$ cat src/rtl/alu_exec_pkg.sv
// Shared types and constants for the ALU execute stage.
// Register-file geometry lives in pkg_reg; ALU encodings live in pkg_alu.
package pkg_reg;
   localparam int REG_WIDTH = 64;
   localparam int REG_ADDRW = 8;
   localparam logic [REG_ADDRW-1:0] REG_ZERO = '0;
endpackage

package pkg_alu;
   typedef enum logic [2:0] {
      ALU_ADD,
      ALU_SUB,
      ALU_AND,
      ALU_OR,
      ALU_XOR,
      ALU_SHL,
      ALU_SHR,
      ALU_SAR
   } op_t;

   typedef enum logic {
      ALU_REG,
      ALU_IMM
   } sel_t;

   typedef struct packed {
      logic zf;
      logic cf;
      logic of;
      logic sf;
   } flags_t;

   typedef enum logic [2:0] {
      ST_IDLE,
      ST_RD_B,
      ST_RD_A,
      ST_EXEC,
      ST_WB
   } state_t;

   localparam int SHAMT_W = 6;
endpackage

$ cat src/rtl/alu_exec_if.sv
// Issue handshake and register-file port bundle of the ALU execute stage.
interface alu_exec_if
   import pkg_alu::*;
#(
   parameter int REG_WIDTH = pkg_reg::REG_WIDTH,
   parameter int REG_ADDRW = pkg_reg::REG_ADDRW
);
   logic                 start;
   logic                 ready;
   op_t                  op;
   sel_t                 a_sel;
   logic [REG_ADDRW-1:0] s_reg;
   logic [REG_ADDRW-1:0] b_reg;
   logic [REG_ADDRW-1:0] a_reg;
   logic [REG_WIDTH-1:0] a_imm;
   logic [REG_ADDRW-1:0] rf_raddr;
   logic [REG_WIDTH-1:0] rf_rdata;
   logic                 rf_we;
   logic [REG_ADDRW-1:0] rf_waddr;
   logic [REG_WIDTH-1:0] rf_wdata;
   logic                 done;
   logic                 zf;
   logic                 cf;
   logic                 of;
   logic                 sf;

   modport master (
      output start, op, a_sel, s_reg, b_reg, a_reg, a_imm, rf_rdata,
      input  ready, done, zf, cf, of, sf,
      input  rf_raddr, rf_we, rf_waddr, rf_wdata
   );

   modport slave (
      input  start, op, a_sel, s_reg, b_reg, a_reg, a_imm, rf_rdata,
      output ready, done, zf, cf, of, sf,
      output rf_raddr, rf_we, rf_waddr, rf_wdata
   );
endinterface

$ cat src/rtl/alu_exec_core.sv
// Combinational ALU: result and status flags from op, b and a.
module alu_core
   import pkg_alu::*;
#(
   parameter int W = pkg_reg::REG_WIDTH
) (
   input  op_t          i_op,
   input  logic [W-1:0] i_a,
   input  logic [W-1:0] i_b,
   output logic [W-1:0] o_result,
   output flags_t       o_flags
);
   logic [W:0]         w_sum;
   logic [W:0]         w_dif;
   logic [SHAMT_W-1:0] w_sh;

   assign w_sum = {1'b0, i_b} + {1'b0, i_a};
   assign w_dif = {1'b0, i_b} - {1'b0, i_a};
   assign w_sh  = i_a[SHAMT_W-1:0];

   always_comb begin
      o_result = '0;
      o_flags  = '0;
      case (i_op)
         ALU_ADD: begin
            o_result   = w_sum[W-1:0];
            o_flags.cf = w_sum[W];
            o_flags.of = (i_a[W-1] == i_b[W-1]) &&
                         (w_sum[W-1] != i_b[W-1]);
         end
         ALU_SUB: begin
            o_result   = w_dif[W-1:0];
            o_flags.cf = w_dif[W];
            o_flags.of = (i_a[W-1] != i_b[W-1]) &&
                         (w_dif[W-1] != i_b[W-1]);
         end
         ALU_AND: o_result = i_b & i_a;
         ALU_OR:  o_result = i_b | i_a;
         ALU_XOR: o_result = i_b ^ i_a;
         ALU_SHL: o_result = i_b << w_sh;
         ALU_SHR: o_result = i_b >> w_sh;
         ALU_SAR: o_result = W'($signed(i_b) >>> w_sh);
         default: o_result = '0;
      endcase
      o_flags.zf = (o_result == '0);
      o_flags.sf = o_result[W-1];
   end
endmodule

$ cat src/rtl/alu_exec.sv
// Multi-cycle ALU execute stage: read b, read a, execute, write back.
module alu_exec
   import pkg_alu::*;
#(
   parameter int REG_WIDTH = pkg_reg::REG_WIDTH,
   parameter int REG_ADDRW = pkg_reg::REG_ADDRW
) (
   input  logic      clk,
   input  logic      rst,
   alu_exec_if.slave bus
);
   state_t               r_state;
   state_t               w_next;
   op_t                  r_op;
   sel_t                 r_sel;
   logic [REG_ADDRW-1:0] r_s;
   logic [REG_ADDRW-1:0] r_b_reg;
   logic [REG_ADDRW-1:0] r_a_reg;
   logic [REG_WIDTH-1:0] r_imm;
   logic [REG_WIDTH-1:0] r_b;
   logic [REG_WIDTH-1:0] r_res;
   flags_t               r_flags;
   logic [REG_WIDTH-1:0] w_a;
   logic [REG_WIDTH-1:0] w_res;
   flags_t               w_flags;

   // %0 reads as zero whatever the register file returns
   assign w_a = (r_sel == ALU_IMM) ? r_imm :
                (r_a_reg == '0)    ? '0    : bus.rf_rdata;

   alu_core #(.W(REG_WIDTH)) u_core (
      .i_op     (r_op),
      .i_a      (w_a),
      .i_b      (r_b),
      .o_result (w_res),
      .o_flags  (w_flags)
   );

   always_ff @(posedge clk or posedge rst) begin
      if (rst) begin
         r_state <= ST_IDLE;
         r_op    <= ALU_ADD;
         r_sel   <= ALU_REG;
         r_s     <= '0;
         r_b_reg <= '0;
         r_a_reg <= '0;
         r_imm   <= '0;
         r_b     <= '0;
         r_res   <= '0;
         r_flags <= '0;
      end else begin
         r_state <= w_next;
         case (r_state)
            ST_IDLE: if (bus.start) begin
               r_op    <= bus.op;
               r_sel   <= bus.a_sel;
               r_s     <= bus.s_reg;
               r_b_reg <= bus.b_reg;
               r_a_reg <= bus.a_reg;
               r_imm   <= bus.a_imm;
            end
            ST_RD_A: r_b <= (r_b_reg == '0) ? '0 : bus.rf_rdata;
            ST_EXEC: begin
               r_res   <= w_res;
               r_flags <= w_flags;
            end
            default: ;
         endcase
      end
   end

   always_comb begin
      w_next       = r_state;
      bus.ready    = 1'b0;
      bus.done     = 1'b0;
      bus.rf_we    = 1'b0;
      bus.rf_raddr = '0;
      bus.rf_waddr = '0;
      bus.rf_wdata = '0;
      case (r_state)
         ST_IDLE: begin
            bus.ready = 1'b1;
            if (bus.start) w_next = ST_RD_B;
         end
         ST_RD_B: begin
            bus.rf_raddr = r_b_reg;
            w_next       = ST_RD_A;
         end
         ST_RD_A: begin
            if (r_sel == ALU_REG) bus.rf_raddr = r_a_reg;
            w_next = ST_EXEC;
         end
         ST_EXEC: w_next = ST_WB;
         ST_WB: begin
            bus.done     = 1'b1;
            bus.rf_we    = (r_s != '0);
            bus.rf_waddr = r_s;
            bus.rf_wdata = r_res;
            w_next       = ST_IDLE;
         end
         default: w_next = ST_IDLE;
      endcase
   end

   assign bus.zf = r_flags.zf;
   assign bus.cf = r_flags.cf;
   assign bus.of = r_flags.of;
   assign bus.sf = r_flags.sf;
endmodule

$ cat src/flat_wrapper.sv
// flat-port wrapper written by rule: the top's interface ports become plain ports
module alu_exec_flat import pkg_alu::*;
#(
   parameter int REG_WIDTH = pkg_reg::REG_WIDTH,
   parameter int REG_ADDRW = pkg_reg::REG_ADDRW
)
  (clk, rst, bus_start, bus_op, bus_a_sel, bus_s_reg, bus_b_reg, bus_a_reg, bus_a_imm, bus_rf_rdata, bus_ready, bus_done, bus_zf, bus_cf, bus_of, bus_sf, bus_rf_raddr, bus_rf_we, bus_rf_waddr, bus_rf_wdata);
  alu_exec_if #(.REG_WIDTH(REG_WIDTH), .REG_ADDRW(REG_ADDRW)) bus_i ();
  input  logic clk;
  input  logic rst;
  input wire logic [$bits(bus_i.start)-1:0] bus_start;
  input wire logic [$bits(bus_i.op)-1:0] bus_op;
  input wire logic [$bits(bus_i.a_sel)-1:0] bus_a_sel;
  input wire logic [$bits(bus_i.s_reg)-1:0] bus_s_reg;
  input wire logic [$bits(bus_i.b_reg)-1:0] bus_b_reg;
  input wire logic [$bits(bus_i.a_reg)-1:0] bus_a_reg;
  input wire logic [$bits(bus_i.a_imm)-1:0] bus_a_imm;
  input wire logic [$bits(bus_i.rf_rdata)-1:0] bus_rf_rdata;
  output wire logic [$bits(bus_i.ready)-1:0] bus_ready;
  output wire logic [$bits(bus_i.done)-1:0] bus_done;
  output wire logic [$bits(bus_i.zf)-1:0] bus_zf;
  output wire logic [$bits(bus_i.cf)-1:0] bus_cf;
  output wire logic [$bits(bus_i.of)-1:0] bus_of;
  output wire logic [$bits(bus_i.sf)-1:0] bus_sf;
  output wire logic [$bits(bus_i.rf_raddr)-1:0] bus_rf_raddr;
  output wire logic [$bits(bus_i.rf_we)-1:0] bus_rf_we;
  output wire logic [$bits(bus_i.rf_waddr)-1:0] bus_rf_waddr;
  output wire logic [$bits(bus_i.rf_wdata)-1:0] bus_rf_wdata;
  assign bus_i.start = bus_start;
  assign bus_i.op = bus_op;
  assign bus_i.a_sel = bus_a_sel;
  assign bus_i.s_reg = bus_s_reg;
  assign bus_i.b_reg = bus_b_reg;
  assign bus_i.a_reg = bus_a_reg;
  assign bus_i.a_imm = bus_a_imm;
  assign bus_i.rf_rdata = bus_rf_rdata;
  assign bus_ready = bus_i.ready;
  assign bus_done = bus_i.done;
  assign bus_zf = bus_i.zf;
  assign bus_cf = bus_i.cf;
  assign bus_of = bus_i.of;
  assign bus_sf = bus_i.sf;
  assign bus_rf_raddr = bus_i.rf_raddr;
  assign bus_rf_we = bus_i.rf_we;
  assign bus_rf_waddr = bus_i.rf_waddr;
  assign bus_rf_wdata = bus_i.rf_wdata;
  alu_exec #(.REG_WIDTH(REG_WIDTH), .REG_ADDRW(REG_ADDRW)) u_core (.clk(clk), .rst(rst), .bus(bus_i));
endmodule
$ cat config.mk
export PLATFORM = sky130hd
export DESIGN_NAME = alu_exec_flat
export DESIGN_NICKNAME = d
export VERILOG_FILES = /design/src/rtl/alu_exec_pkg.sv /design/src/rtl/alu_exec_if.sv /design/src/rtl/alu_exec_core.sv /design/src/rtl/alu_exec.sv /design/src/flat_wrapper.sv
export SDC_FILE = /design/constraint.sdc
export NUM_CORES = 2
export LEC_CHECK = 0
export BUFFER_PORTS_ARGS = -buffer_cell sky130_fd_sc_hd__buf_2
export CAP_MARGIN = 10
export CORE_MARGIN = 4
export CORE_UTILIZATION = 30
export DETAILED_ROUTE_END_ITERATION = 8
export PLACE_DENSITY_LB_ADDON = 0.25
export SYNTH_ARGS = -nofsm -noshare
export SYNTH_HDL_FRONTEND = slang
export SYNTH_HIERARCHICAL = 1
export SYNTH_SLANG_ARGS = --single-unit
export TNS_END_PERCENT = 1
$ cat constraint.sdc
create_clock -name clk -period 8.25 [get_ports clk]
set_clock_uncertainty 0.1 [all_clocks]
set_input_delay 1.2375 -clock clk [delete_from_list [all_inputs] [get_ports clk]]
set_output_delay 1.2375 -clock clk [all_outputs]
set_load 0.05 [all_outputs]
---- Yosys cells after proc, flatten, opt, wreduce, memory -nomap -nowiden ----
Index checks and enable logic that the tools add are counted.
cells by class
  add/sub/neg operators ................... 2
  $mul .................................... 0
  div/mod/pow operators ................... 0
  order comparisons ....................... 0
  eq/ne operators ......................... 16
  shift-type cells ........................ 3
  mux-type cells .......................... 14
  bitwise operators ....................... 3
  reductions and logical operators ........ 9
operators with widths
  kind                                           number
  case mux 64 bit (8 select lines)               1
  2-to-1 mux 64 bit                              4
  adder 64 x 64 -> 65 bit                        1
  subtractor 64 x 64 -> 65 bit                   1
  AND 64 bit                                     1
  logical NOT 64 bit                             1
  bitwise OR 64 bit                              1
  left shift 64 x 6 -> 64 bit                    1
  right shift 64 x 6 -> 64 bit                   1
  >>> shifter 64 x 6 -> 64 bit                   1
  bitwise XOR 64 bit                             1
  logical NOT 8 bit                              2
  2-to-1 mux 8 bit                               2
  case mux 8 bit (2 select lines)                1
  == test 3 bit, second input constant           5
  == test 3 x 2 -> 1 bit, second input constant  4
  case mux 3 bit (4 select lines)                1
  nonzero test 8 bit                             1
  == test 3 x 1 -> 1 bit, second input constant  2
  logical NOT 3 bit                              2
  case mux 2 bit (2 select lines)                1
  2-to-1 mux 1 bit                               3
  2-to-1 mux 3 bit                               1
  != test 1 bit                                  3
  other kinds (4)                                5
storage, ports and cells
  register bits ........................... 227
  latch bits .............................. 0
  memory bits (writable) .................. 0
  ROM bits ................................ 0
  input bits .............................. 159
  memories kept ........................... 0

---- Logic depth before layout (Yosys ltp) ----
  depth after elaboration ................. 7
  mapped depth ............................ 28
  depth with buffers taken out ............ 20

---- Modules after synthesis ----
The synthesis kept the hierarchy.
modules (own cells, without submodules)
  module    instances  cells an instance  area an instance (µm²)  seq. area each (µm²)
  alu_core  1          3,246              21,647.0                0.0
  alu_exec  1          888                10,568.9                5,680.4

---- Worst setup path after synthesis ----
Ideal clock, no wire load.
  kind .................................... input to register
  from .................................... input port bus_rf_rdata[3]
  to ...................................... register u_core.r_flags, in the netlist u_core/bus.zf
  library setup time ...................... 67 ps
  arrival time ............................ 7,531 ps
  data required time ...................... 8,083 ps
  slack ................................... 553 ps
  stages .................................. 26
  buffers on the path ..................... 8
  cell sequence ........................... nor2b_1 a22o_1 buf_2 inv_1 buf_2 buf_2 buf_1 clkbuf_1 buf_1 buf_2 ha_1 clkbuf_1 nor3b_1 o311ai_0 a31oi_1 o31ai_1 o21ai_0 nor3_1 xnor2_1 o211ai_1 or4_1 or4_1 or4_1 nand4b_1 nor4_2 mux2_2
RTL lines
  what                    line                RTL
  start: declaration      flat_wrapper.sv:18  input wire logic [$bits(bus_i.rf_rdata)-1:0] bus_rf_rdata;
  end signal: assignment  alu_exec.sv:65      r_flags <= w_flags;
  end: declaration        alu_exec.sv:22      flags_t r_flags;

==> impl_metrics.toml <==
[global_routing]
grt_pass1_vias = 35100
antenna_found_initial = 12
grt_max_degree = 114
grt.overflow.total = 0
grt_pass1_wl_mm = 283
grt_usage_pct = 35.0

[worst_setup_path]
path_buf_inv = 4
cp.arrival_ns = 8.16
startpoint_type = "flip-flop"
crit_family = "compound AO/OA/AOI/OAI gates"
crit_cells = 21
reg2reg_depth = 21
end_kind = "flip-flop"
cp_slowest_cell = "a2bb2oi_1"
worstReg2RegStart = "u_core/r_a_reg[4]"
r2r_end = "u_core/bus.zf"
crit_chain = "nor4_1 -> nand2_2 -> buf_4 -> a22o_1 -> inv_1 -> ha_1 -> inv_1 -> a21oi_1 -> o31ai_1 -> a2bb2oi_1 -> o31ai_1 -> o21ai_0 -> o2111ai_1 -> a221oi_1 -> buf_4 -> o2111ai_1 -> or4_1 -> or4_1 -> nand4b_1 -> nor4_2 -> mux2_2"
slowest_delay_ns = 0.62
required_ns = 8.75
r2r_slack_ns = 0.59
crit_type = "reg2reg"
path_max_fanout = 17

[sta]
setup_viol = 0
tightest_slew_ns = 1.31
hold_viol = 0
finalSetupTns_ns = 0
setup_slack_ns = 0.589
rsz0062_at_grt = "no"
slew-limit-headroom_pct = 10.5
post-route-min-period_ns = 7.66
post-route-period-util_pct = 92.9
fmax_ghz = 0.131
drv_slew = 0

[routing]
firstDrtPassIters = 6
wl_mm = 206
antenna_left = 0
via_per_inst = 6.51
wl_per_cell_um = 36.0
vias = 37200
drc = 0
drtIter0Drc = 5923

[clocking]
cts-buffers-inserted = 29
post-cts-setup-buffers = 0
ctsRootBufferMaster = "clkbuf_16"
clock-sinks = 227
cts_repair_resize_count = 0
htree_num_levels = 1
clkTransAtPathRegs_ns = 0.06
clk_latency_ns = 0.68
cts_tree = "built"
clockBufferDepth = 3
hold_buffers = 0

[die]
num_io_pins = 246
die_area_um2 = 113000
start_util_pct = 30.4
die_y_um = 336
core_um2 = 106000
die_w_um = 336
rows = 119

[logic_synthesis]
netlist.area_leader.share_pct = 17.6
ys.flop_type = "dfrtp_1"
synth_seq_cells = 227
synthesis.area_um2 = 32200
synth_cell_types = 104
synth_cells = 4134
syn_nets = 4488
avgSynthCellArea_um2 = 7.79
synth.largest_area_cell = "dfrtp_1"
async_flop_share_pct = 100
ys.warnings.count = 6
ys_seq_area_share_pct = 17.6
synth_edf_count = 0
synthTopCellsByArea = "dfrtp_1 18%, ha_1 7.5%, mux2_2 7.1%, mux4_2 5.9%, nand2_1 5.4%"

[layout]
largest_register_ff_count = 72
drive_gt1_share_pct = 20.8
final_util_pct = 34.4
fin_nets = 4648
design_area_um2 = 36500
area_delta_synth_final_pct = 13.3

[hold_path]
min_delay_path_depth = 1
hold_start = "u_core/r_res[13]"
holdPathEnd = "u_core/r_res[13]"
hold_path.class = "reg2reg"

[run]
cap_viol_max_count = 0

[place]
post_dp_cell_area_um2 = 35500
globalplace.congestion = 1.09
port_buffers = 245
hpwl_mm = 163
place_ws_ns = 0.588

[status]
run_status = "finished, final reports clean"
==> kinds of logic after synthesis <==
logic type / Yosys count / share of synthesized area (%)
xor+xnor: 44 / 1.20
compound gates: 1306 / 27.6
mux: 446 / 18.0
buf+inv: 542 / 7.23
flops: 227 / 17.6
fa+ha+maj: 195 / 7.62
simple gates: 1374 / 20.7
==> routing by layer <==
layer  routed length [µm]  global-route usage, %
met4                 9470                   13.1
met1                88000                   48.9
met3                25300                   11.3
met5                   28                      0
met2                82900                   50.1
==> synth_stat cells, types with 42 or more instances <==
| master | number |
|---|---|
| a22oi_1 | 55 |
| nor3_1 | 80 |
| a211oi_1 | 52 |
| mux2i_1 | 154 |
| buf_2 | 54 |
| dfrtp_1 | 227 |
| o21ai_0 | 249 |
| nand4_1 | 46 |
| nand3_1 | 74 |
| nand2_1 | 463 |
| o22ai_1 | 54 |
| nor4_1 | 47 |
| nor2b_1 | 109 |
| ha_1 | 193 |
| mux2_2 | 202 |
| xnor2_1 | 42 |
| mux4_2 | 85 |
| o211ai_1 | 58 |
| inv_1 | 214 |
| and2_1 | 95 |
| nor2_1 | 305 |
| a22o_1 | 86 |
| clkbuf_1 | 192 |
| a21oi_1 | 278 |
==> area by class of cell <==
class	instances	area, µm²
Antenna cell	9	22.5
Clock buffer	40	797
Clock inverter	12	161
Fill cell	11500	69500
Inverter	217	823
Multi-Input combinational cell	3365	24300
Sequential cell	227	5690
Tap cell	1391	1740
Timing Repair Buffer	454	2920
==> placed cells by master (no fill, tap or decap), types with 31 or more instances in the layout <==
cell,instances
buf_4,199
dfrtp_1,224
nor2_1,304
inv_1,211
mux2_2,202
nor4_1,47
o21ai_0,248
nor2b_1,108
buf_2,245
nor3_1,78
a21oi_1,278
ha_1,193
o22ai_1,54
xnor2_1,42
a211oi_1,52
o21ai_2,40
nand2b_1,31
a31oi_1,38
a22o_1,80
o31ai_1,38
nand2_1,462
o211ai_1,58
mux4_2,85
nand4_1,46
nand3_1,74
a22oi_1,55
mux2i_1,154
and2_1,94
a221oi_1,34
==> worst max path at each step <==
stage | slack [ns] | endpoint | start
4_1_cts | 0.86 | u_core/bus.zf | u_core/r_a_reg[4]
3_5_place_dp | 0.59 | u_core/bus.zf | bus_rf_rdata[1]
5_1_grt | 0.43 | u_core/bus.zf | u_core/r_a_reg[4]
2_1_floorplan | 0.55 | u_core/bus.zf | bus_rf_rdata[3]
3_3_place_gp | 0.69 | u_core/bus.zf | bus_rf_rdata[1]
6_report | 0.59 | u_core/bus.zf | u_core/r_a_reg[4]
==> worst register-to-register path, stage by stage, from the launching register on <==
cell	delay [ns]
dfrtp_1	0.39
nor4_1	0.39
nand2_2	0.47
buf_4	0.40
a22o_1	0.27
inv_1	0.12
ha_1	0.44
inv_1	0.21
a21oi_1	0.37
o31ai_1	0.22
a2bb2oi_1	0.62
o31ai_1	0.22
o21ai_0	0.59
o2111ai_1	0.41
a221oi_1	0.39
buf_4	0.26
o2111ai_1	0.11
or4_1	0.50
or4_1	0.62
nand4b_1	0.22
nor4_2	0.15
mux2_2	0.18
==> metrics by stage <==
stage               hold slack [ns]  instances
finish                        0.394       5715
floorplan                     0.370       4134
global route                  0.410       5706
global placement              0.379       5654
CTS                           0.400       5706
detailed placement            0.386       5654
Power is not shown: default switching activity piles up to over one toggle a cycle in this logic, so the estimate is an artifact.
